[src/rtl/cpu_clock_sequencer.sv]
// rtl/cpu_clock_sequencer.sv - CPU clock/reset generator with run, halt and single-step control
// Buttons are synchronised, debounced and edge-detected before they reach the mode FSM.
module cpu_clock_sequencer #(
  parameter int PAR_CLOCK    = 10_000_000,
  parameter int DEBOUNCE     = 1_000_000,
  parameter int RESET_PULSES = 4,
  parameter int CNT_W        = 32
) (
  input  logic        CLK,
  input  logic        RESET_N,
  input  logic        BTN_MODE,
  input  logic        BTN_STEP,
  input  logic        BTN_RST,
  output logic        CPU_CLOCK,
  output logic        CPU_RESET,
  output logic [1:0]  MODE,
  output logic [15:0] CYCLE_COUNT
);

  typedef enum logic [1:0] {
    S_RESET = 2'b00,
    S_HALT  = 2'b01,
    S_RUN   = 2'b10,
    S_STEP  = 2'b11
  } state_t;

  localparam logic [CNT_W-1:0] PH_LAST = CNT_W'(PAR_CLOCK - 1);
  localparam logic [CNT_W-1:0] PH_HALF = CNT_W'(PAR_CLOCK / 2);
  localparam logic [CNT_W-1:0] DB_LAST = CNT_W'(DEBOUNCE - 1);
  localparam logic [CNT_W-1:0] RP_LAST = CNT_W'(RESET_PULSES - 1);

  // Bit 0 = mode, bit 1 = step, bit 2 = rst
  logic [2:0]       btn_raw;
  logic [2:0]       sync1;
  logic [2:0]       sync2;
  logic [2:0]       level;
  logic [2:0]       level_d;
  logic [2:0]       press;
  logic [CNT_W-1:0] db_cnt [3];

  assign btn_raw = {BTN_RST, BTN_STEP, BTN_MODE};

  always_ff @(posedge CLK or negedge RESET_N) begin
    if (!RESET_N) begin
      sync1   <= '0;
      sync2   <= '0;
      level   <= '0;
      level_d <= '0;
      press   <= '0;
      for (int i = 0; i < 3; i++) db_cnt[i] <= '0;
    end else begin
      sync1   <= btn_raw;
      sync2   <= sync1;
      level_d <= level;
      press   <= level & ~level_d;
      for (int i = 0; i < 3; i++) begin
        if (sync2[i] == level[i]) begin
          db_cnt[i] <= '0;
        end else if (db_cnt[i] == DB_LAST) begin
          level[i]  <= sync2[i];
          db_cnt[i] <= '0;
        end else begin
          db_cnt[i] <= db_cnt[i] + 1'b1;
        end
      end
    end
  end

  state_t           state, state_nx;
  logic [CNT_W-1:0] ph, ph_nx;
  logic [CNT_W-1:0] pulse_cnt, pulse_cnt_nx;
  logic             stop_pending, stop_pending_nx;
  logic             clk_out, clk_out_nx;
  logic             rst_out, rst_out_nx;
  logic [15:0]      cycle_cnt, cycle_cnt_nx;
  logic             wrap;
  logic [CNT_W-1:0] ph_inc;

  assign wrap   = (ph == PH_LAST);
  assign ph_inc = wrap ? '0 : ph + 1'b1;

  always_ff @(posedge CLK or negedge RESET_N) begin
    if (!RESET_N) begin
      state        <= S_RESET;
      ph           <= '0;
      pulse_cnt    <= '0;
      stop_pending <= 1'b0;
      clk_out      <= 1'b0;
      rst_out      <= 1'b1;
      cycle_cnt    <= '0;
    end else begin
      state        <= state_nx;
      ph           <= ph_nx;
      pulse_cnt    <= pulse_cnt_nx;
      stop_pending <= stop_pending_nx;
      clk_out      <= clk_out_nx;
      rst_out      <= rst_out_nx;
      cycle_cnt    <= cycle_cnt_nx;
    end
  end

  always_comb begin
    state_nx        = state;
    ph_nx           = ph;
    pulse_cnt_nx    = pulse_cnt;
    stop_pending_nx = stop_pending;
    rst_out_nx      = rst_out;
    cycle_cnt_nx    = cycle_cnt;

    case (state)
      S_RESET: begin
        ph_nx = ph_inc;
        if (wrap) begin
          if (pulse_cnt == RP_LAST) begin
            state_nx     = S_HALT;
            rst_out_nx   = 1'b0;
            cycle_cnt_nx = '0;
            pulse_cnt_nx = '0;
          end else begin
            pulse_cnt_nx = pulse_cnt + 1'b1;
          end
        end
      end
      S_HALT: begin
        ph_nx = '0;
        if (press[0]) state_nx = S_RUN;
        else if (press[1]) state_nx = S_STEP;
      end
      S_RUN: begin
        ph_nx = ph_inc;
        // Stop only at the wrap so the CPU never sees a shortened high phase
        if (wrap && (stop_pending || press[0])) begin
          state_nx        = S_HALT;
          stop_pending_nx = 1'b0;
        end else if (press[0]) begin
          stop_pending_nx = 1'b1;
        end
      end
      S_STEP: begin
        ph_nx = ph_inc;
        if (wrap) state_nx = S_HALT;
      end
      default: state_nx = S_RESET;
    endcase

    clk_out_nx = (ph_nx >= PH_HALF);
    if (!rst_out && clk_out_nx && !clk_out) cycle_cnt_nx = cycle_cnt + 16'd1;

    if (press[2]) begin
      state_nx        = S_RESET;
      ph_nx           = '0;
      clk_out_nx      = 1'b0;
      rst_out_nx      = 1'b1;
      pulse_cnt_nx    = '0;
      stop_pending_nx = 1'b0;
      cycle_cnt_nx    = cycle_cnt;
    end
  end

  assign CPU_CLOCK   = clk_out;
  assign CPU_RESET   = rst_out;
  assign MODE        = state;
  assign CYCLE_COUNT = cycle_cnt;

endmodule

[config.mk]
export PLATFORM = sky130hd
export DESIGN_NAME = cpu_clock_sequencer
export DESIGN_NICKNAME = d
export VERILOG_FILES = /design/src/rtl/cpu_clock_sequencer.sv
export SDC_FILE = /design/constraint.sdc
export NUM_CORES = 1
export LEC_CHECK = 0
export CORE_ASPECT_RATIO = 0.8
export CORE_MARGIN = 2
export CORE_UTILIZATION = 40
export CTS_CLUSTER_DIAMETER = 150
export DETAILED_ROUTE_END_ITERATION = 10
export PLACE_DENSITY = 0.66
export SLEW_MARGIN = 0
export SYNTH_ARGS = -nofsm -noshare
export SYNTH_HDL_FRONTEND = slang
export SYNTH_SLANG_ARGS = --single-unit
[constraint.sdc]
create_clock -name CLK -period 9.05 [get_ports CLK]
set_clock_uncertainty 0.2 [all_clocks]
set_input_delay 0.905 -clock CLK [delete_from_list [all_inputs] [get_ports CLK]]
set_output_delay 0.905 -clock CLK [all_outputs]
set_load 0.02 [all_outputs]
## Word level (Yosys, flattened, before mapping)

Cells that the tools add are included.

| word-level totals | value |
|---|---|
| register bits after elaboration | 196 |
| bits of input ports | 5 |
| output and inout bits | 20 |
| word-level logic and storage cells | 104 |

| cells by class | value |
|---|---|
| $add $sub $neg | 6 |
| magnitude comparators | 1 |
| equality and inequality tests | 16 |
| muxes and demuxes | 34 |
| bitwise operators | 6 |
| reduce and logical (&&, ||, !) cells | 24 |

Operator list:

| kind | count |
|---|---|
| $mux 32 | 12 |
| $add 32x1->32 const B | 5 |
| $eq 32x20->1 const B | 3 |
| $mux 16 | 4 |
| $pmux 32 s2 | 1 |
| $eq 32x2->1 const B | 1 |
| $eq 32x24->1 const B | 1 |
| $ge 32x23->1 const B | 1 |
| $add 16x1->16 const B | 1 |
| $mux 2 | 7 |
| $reduce_bool 2->1 | 7 |
| $ne 3x3->1 const B | 4 |
| $reduce_and 2->1 | 5 |
| $mux 1 | 9 |
| $pmux 2 s4 | 1 |
| $reduce_and 5->1 | 1 |
| $eq 2x2->1 const B | 2 |
| $ne 4x4->1 const B | 1 |
| $not 1->1 | 4 |
| $reduce_and 4->1 | 1 |
| $and 3x3->3 | 1 |
| $eq 1x1->1 | 3 |
| $logic_and 1x1->1 | 3 |
| $not 3->3 | 1 |
| other kinds (7) | 8 |

## Longest topological paths before layout

| logic depth | value |
|---|---|
| depth in word-level cells | 8 |
| depth in mapped cells | 12 |

## Worst setup path after synthesis

Ideal clock, no wire load.

| timing path | value |
|---|---|
| path kind | register to register |
| start | reg ph[0] |
| end | reg cycle_cnt[6], in the netlist CYCLE_COUNT[6] |
| library setup time | 0.124 ns |
| data arrival time | 3.028 ns |
| required time | 8.726 ns |
| slack | 5.698 ns |
| stages on the path, launching flop included | 12 |
| path buffers | 1 |
| clock period less this slack | 3.352 ns |
| path through | dfrtp_1 > ha_1 > clkbuf_1 > nand2_1 > nor4_1 > mux2_2 > o2bb2ai_1 > o21ai_0 > a211oi_1 > o21ai_1 > and4b_1 > a211o_1 |

| between the ends | value |
|---|---|
| longest elaborated chain between the ends | 8 |
| elaborated cells between the ends (all ways) | 12 |
| those cells by class | 1 x add/sub; 1 x order compare; 1 x eq/ne; 3 x mux; 6 x reduce/logical |

RTL lines:

| what | line | RTL |
|---|---|---|
| from (decl) | 70 | `logic [CNT_W-1:0] ph, ph_nx;` |
| from (signal assigned) | 93 | `ph <= ph_nx;` |
| $add 32x1->32 or $eq 32x24->1 (tied branches) | 80, 79 |  |
| $mux 32 | 80 | `assign ph_inc = wrap ? '0 : ph + 1'b1;` |
| $pmux 32 s2 | 110 | `case (state)` |
| $ge 32x23->1 | 146 | `clk_out_nx = (ph_nx >= PH_HALF);` |
| $logic_and 1x1->1 (2 in series) | 147 | `if (!rst_out && clk_out_nx && !clk_out) cycle_cnt_nx = cycle_cnt + 16'd1;` |
| $reduce_bool 2->1 (no line) | - |  |
| $reduce_and 4->1 (no line) | - |  |
| to (signal assigned) | 98 | `cycle_cnt <= cycle_cnt_nx;` |
| to (decl) | 75 | `logic [15:0] cycle_cnt, cycle_cnt_nx;` |

Parallel ways exist; a longest one is shown, timed or not.
A chain may end at the register's enable or synchronous reset.

## Worst setup path after layout

| timing path | value |
|---|---|
| start | reg ph[6] |
| end | reg cycle_cnt[3], in the netlist CYCLE_COUNT[3] |

The elaborated chain is that of the path after synthesis.

==> metrics.yaml <==
core_sq_um: 25000
place_area_sq_um: 10600
cts_tree: "built"
end_kind: "flip-flop"
synth.area.top_cells: "dfrtp_1, nor2_1, xor2_1"
final_area_sq_um: 11300
slew_viol_final: 0
worstPathArrival_ps: 4280
switchingPower_mw: 0.405
cp-start-kind: "flip-flop"
total_power_mw: 1.71
cts_max_path_buffers: 2
synth-main-ff-cell: "dfrtp_1"
ys_warn_count: 0
antenna_found_initial: 0
cts_buffers: 17
wl_per_cell_microns: 14.2
dieArea_sq_um: 26600
gp_congestion: 0.842
layout_commonest_cell: "nor2_1"
synth_area_per_cell_sq_um: 9.26
start_util_pct: 40.4
hpwlAfterDp_microns: 13400
swShare_pct: 23.6
rows: 52
rsz0062_at_grt: "no"
finalSetupTns_ps: 0
drt_iter0_drc: 617
dr.pass1.iters: 5
max_freq_mhz: 240
die_h_microns: 146
p_comb_share_pct: 1.9
grt_pass1_vias: 7384
status: "complete, no violations"
n_fill_cell: 2333
hp-class: "flip-flop to flip-flop"
nets: 1113
cts_resized: 0
drcViolationCount: 0
cts.sinks: 196
register_area_sq_um: 4910
worst-setup-path-type: "flip-flop to flip-flop"
ys_ff_latch: 196
die_w_microns: 182
netlist_instances: 1093
fin_hold_ws_ps: 159
pin_count: 25
synth_edf_count: 0
final_cell_mix: "nor2_1, dfrtp_1, nand3_1, xor2_1, nand2_1"
yosysSeqAreaShare_pct: 48.5
path_clk_slew_ps: 80
clkPwrFrac_pct: 46.6
post_cts_buffers: 0
antenna_cells: 0
period_share_pct: 46.0
max_slew.worst_pin.slew_ps: 1080
hold_viol_final: 0
p_per_area_nw_per_um2: 152
ant_nets: 0
synth_area_sq_um: 10100
synth_top_cell_by_area: "dfrtp_1"
cap_violations: 0
slew_headroom_pct: 27.8
utilization_pct: 45.0
synth_top_area_share_pct: 48.2
io_buffers: 24
htreeDepth: 4
overflow: 0
period_minus_slack_ps: 4160
ys_types: 66
drive_gt1_share_pct: 6.01
critical_path_required_ps: 9170
hold_buffers: 0
clock_latency_ps: 440
ys_async_sr_fraction_pct: 100
vdd_ir_drop_max_uv: 157
wirelength_microns: 20400
grt_pass1_wl_microns: 36600
setup_viol: 0
syn_nets: 1104
pwr-share-seq_pct: 51.6
via_count: 7659
via_per_inst: 5.32
multiInputGateArea_sq_um: 4940
cellInternalPower_mw: 1.31
root_buffer: "clkbuf_16"
cp_max_fo: 17
track_usage_pct: 16.5
p_leak_nw: 4.86
grt_max_degree: 127
area_delta_synth_final_pct: 11.4
[worst max-delay path, stage by stage, from the launching register on]
cell      delay (ps)
dfrtp_1          440
nand4_1          550
nor4_4           670
and2_2           290
o2111a_1         200
o211ai_1         100
or4_4            460
o31ai_4          600
nand2b_4         410
o21ai_0          120
[flip-flops by register name, summed over array words and instances, names as in the netlist]
name	cells
db_cnt	96
ph	32
pulse_cnt	32
CYCLE_COUNT	16
level	3
level_d	3
press	3
sync1	3
sync2	3
MODE	2
CPU_CLOCK	1
CPU_RESET	1
stop_pending	1
[layout make-up]
class / count / area share, %
repair buffers: 28 / 2.43
clock inverters: 15 / 1.83
multi-input cells: 829 / 43.8
inverters: 30 / 0.999
clock buffers: 17 / 3.77
well taps: 324 / 3.60
flip-flops and latches: 196 / 43.5
[power groups by stage]
| stage | clock network (mW) | logic [mW] | registers, mW |
|---|---|---|---|
| after floorplan | 0 | 0.0117 | 0.900 |
| after global placement | 0 | 0.0341 | 0.901 |
| after detailed placement | 0 | 0.0343 | 0.901 |
| after CTS | 0.820 | 0.0342 | 0.884 |
| after global routing | 0.859 | 0.0383 | 0.885 |
| final | 0.799 | 0.0322 | 0.884 |
[metrics by stage]
step,setup WS [ps],instances
after global routing,4600,1439
final,4890,1439
after global placement,5000,1407
after CTS,4920,1439
after detailed placement,4950,1407
after floorplan,5700,1093
[layer usage]
| metal | up-vias | track usage, % | routed length, microns |
|---|---|---|---|
| li1 | 3810 | - | - |
| met1 | 3748 | 24.5 | 10700 |
| met2 | 87 | 24.7 | 9060 |
| met3 | 14 | 3.02 | 509 |
| met4 | 0 | 4.31 | 174 |
| met5 | - | 0 | 0 |
[cells in the mapped netlist (2+ instances only)]
library cell,number
buf_2,4
buf_1,2
o21ai_2,9
nor4_1,21
nor3_1,25
xnor2_1,49
o31ai_1,7
o31ai_4,2
xor2_1,80
inv_1,30
dfrtp_1,195
and3_1,40
mux2i_1,4
nor4bb_1,2
nand3_1,82
nand2b_1,4
nand2_1,77
and2_1,10
ha_1,6
a21oi_1,19
mux2_2,5
and3b_1,2
or2_2,3
o21ai_0,53
a31oi_1,6
a211oi_1,2
nor2b_1,15
or3_1,17
o2bb2ai_1,2
nor2_1,206
and4_1,10
o2111a_1,2
nand4_1,29
nor4_4,3
nor4b_1,8
or4_1,4
clkbuf_1,29
[cell families after synthesis]
| kind of cell | share of synthesized area (%) |
|---|---|
| adders and majority gates | 0.742 |
| xor gates and xnor gates | 11.2 |
| muxes | 1.17 |
| buffers and inverters | 2.70 |
| and+or+nand+nor | 28.3 |
| AOI/OAI and AO/OA | 7.44 |
| DFF | 48.5 |
[path summary, 6_finish.rpt]
check                      cells past startpoint        endpoint  slack, ps      from
setup / recovery                               9  CYCLE_COUNT[3]       4890     ph[6]
hold / removal                                 0        sync2[2]        160  sync1[2]
setup reg to reg                               9  CYCLE_COUNT[3]       4890     ph[6]
hold reg to reg                                0        sync2[2]        160  sync1[2]
max in group asynchronous                      2      db_cnt[37]       6690   RESET_N
min in group asynchronous                      1    pulse_cnt[1]        430   RESET_N
(Power assumes the default switching activity.)
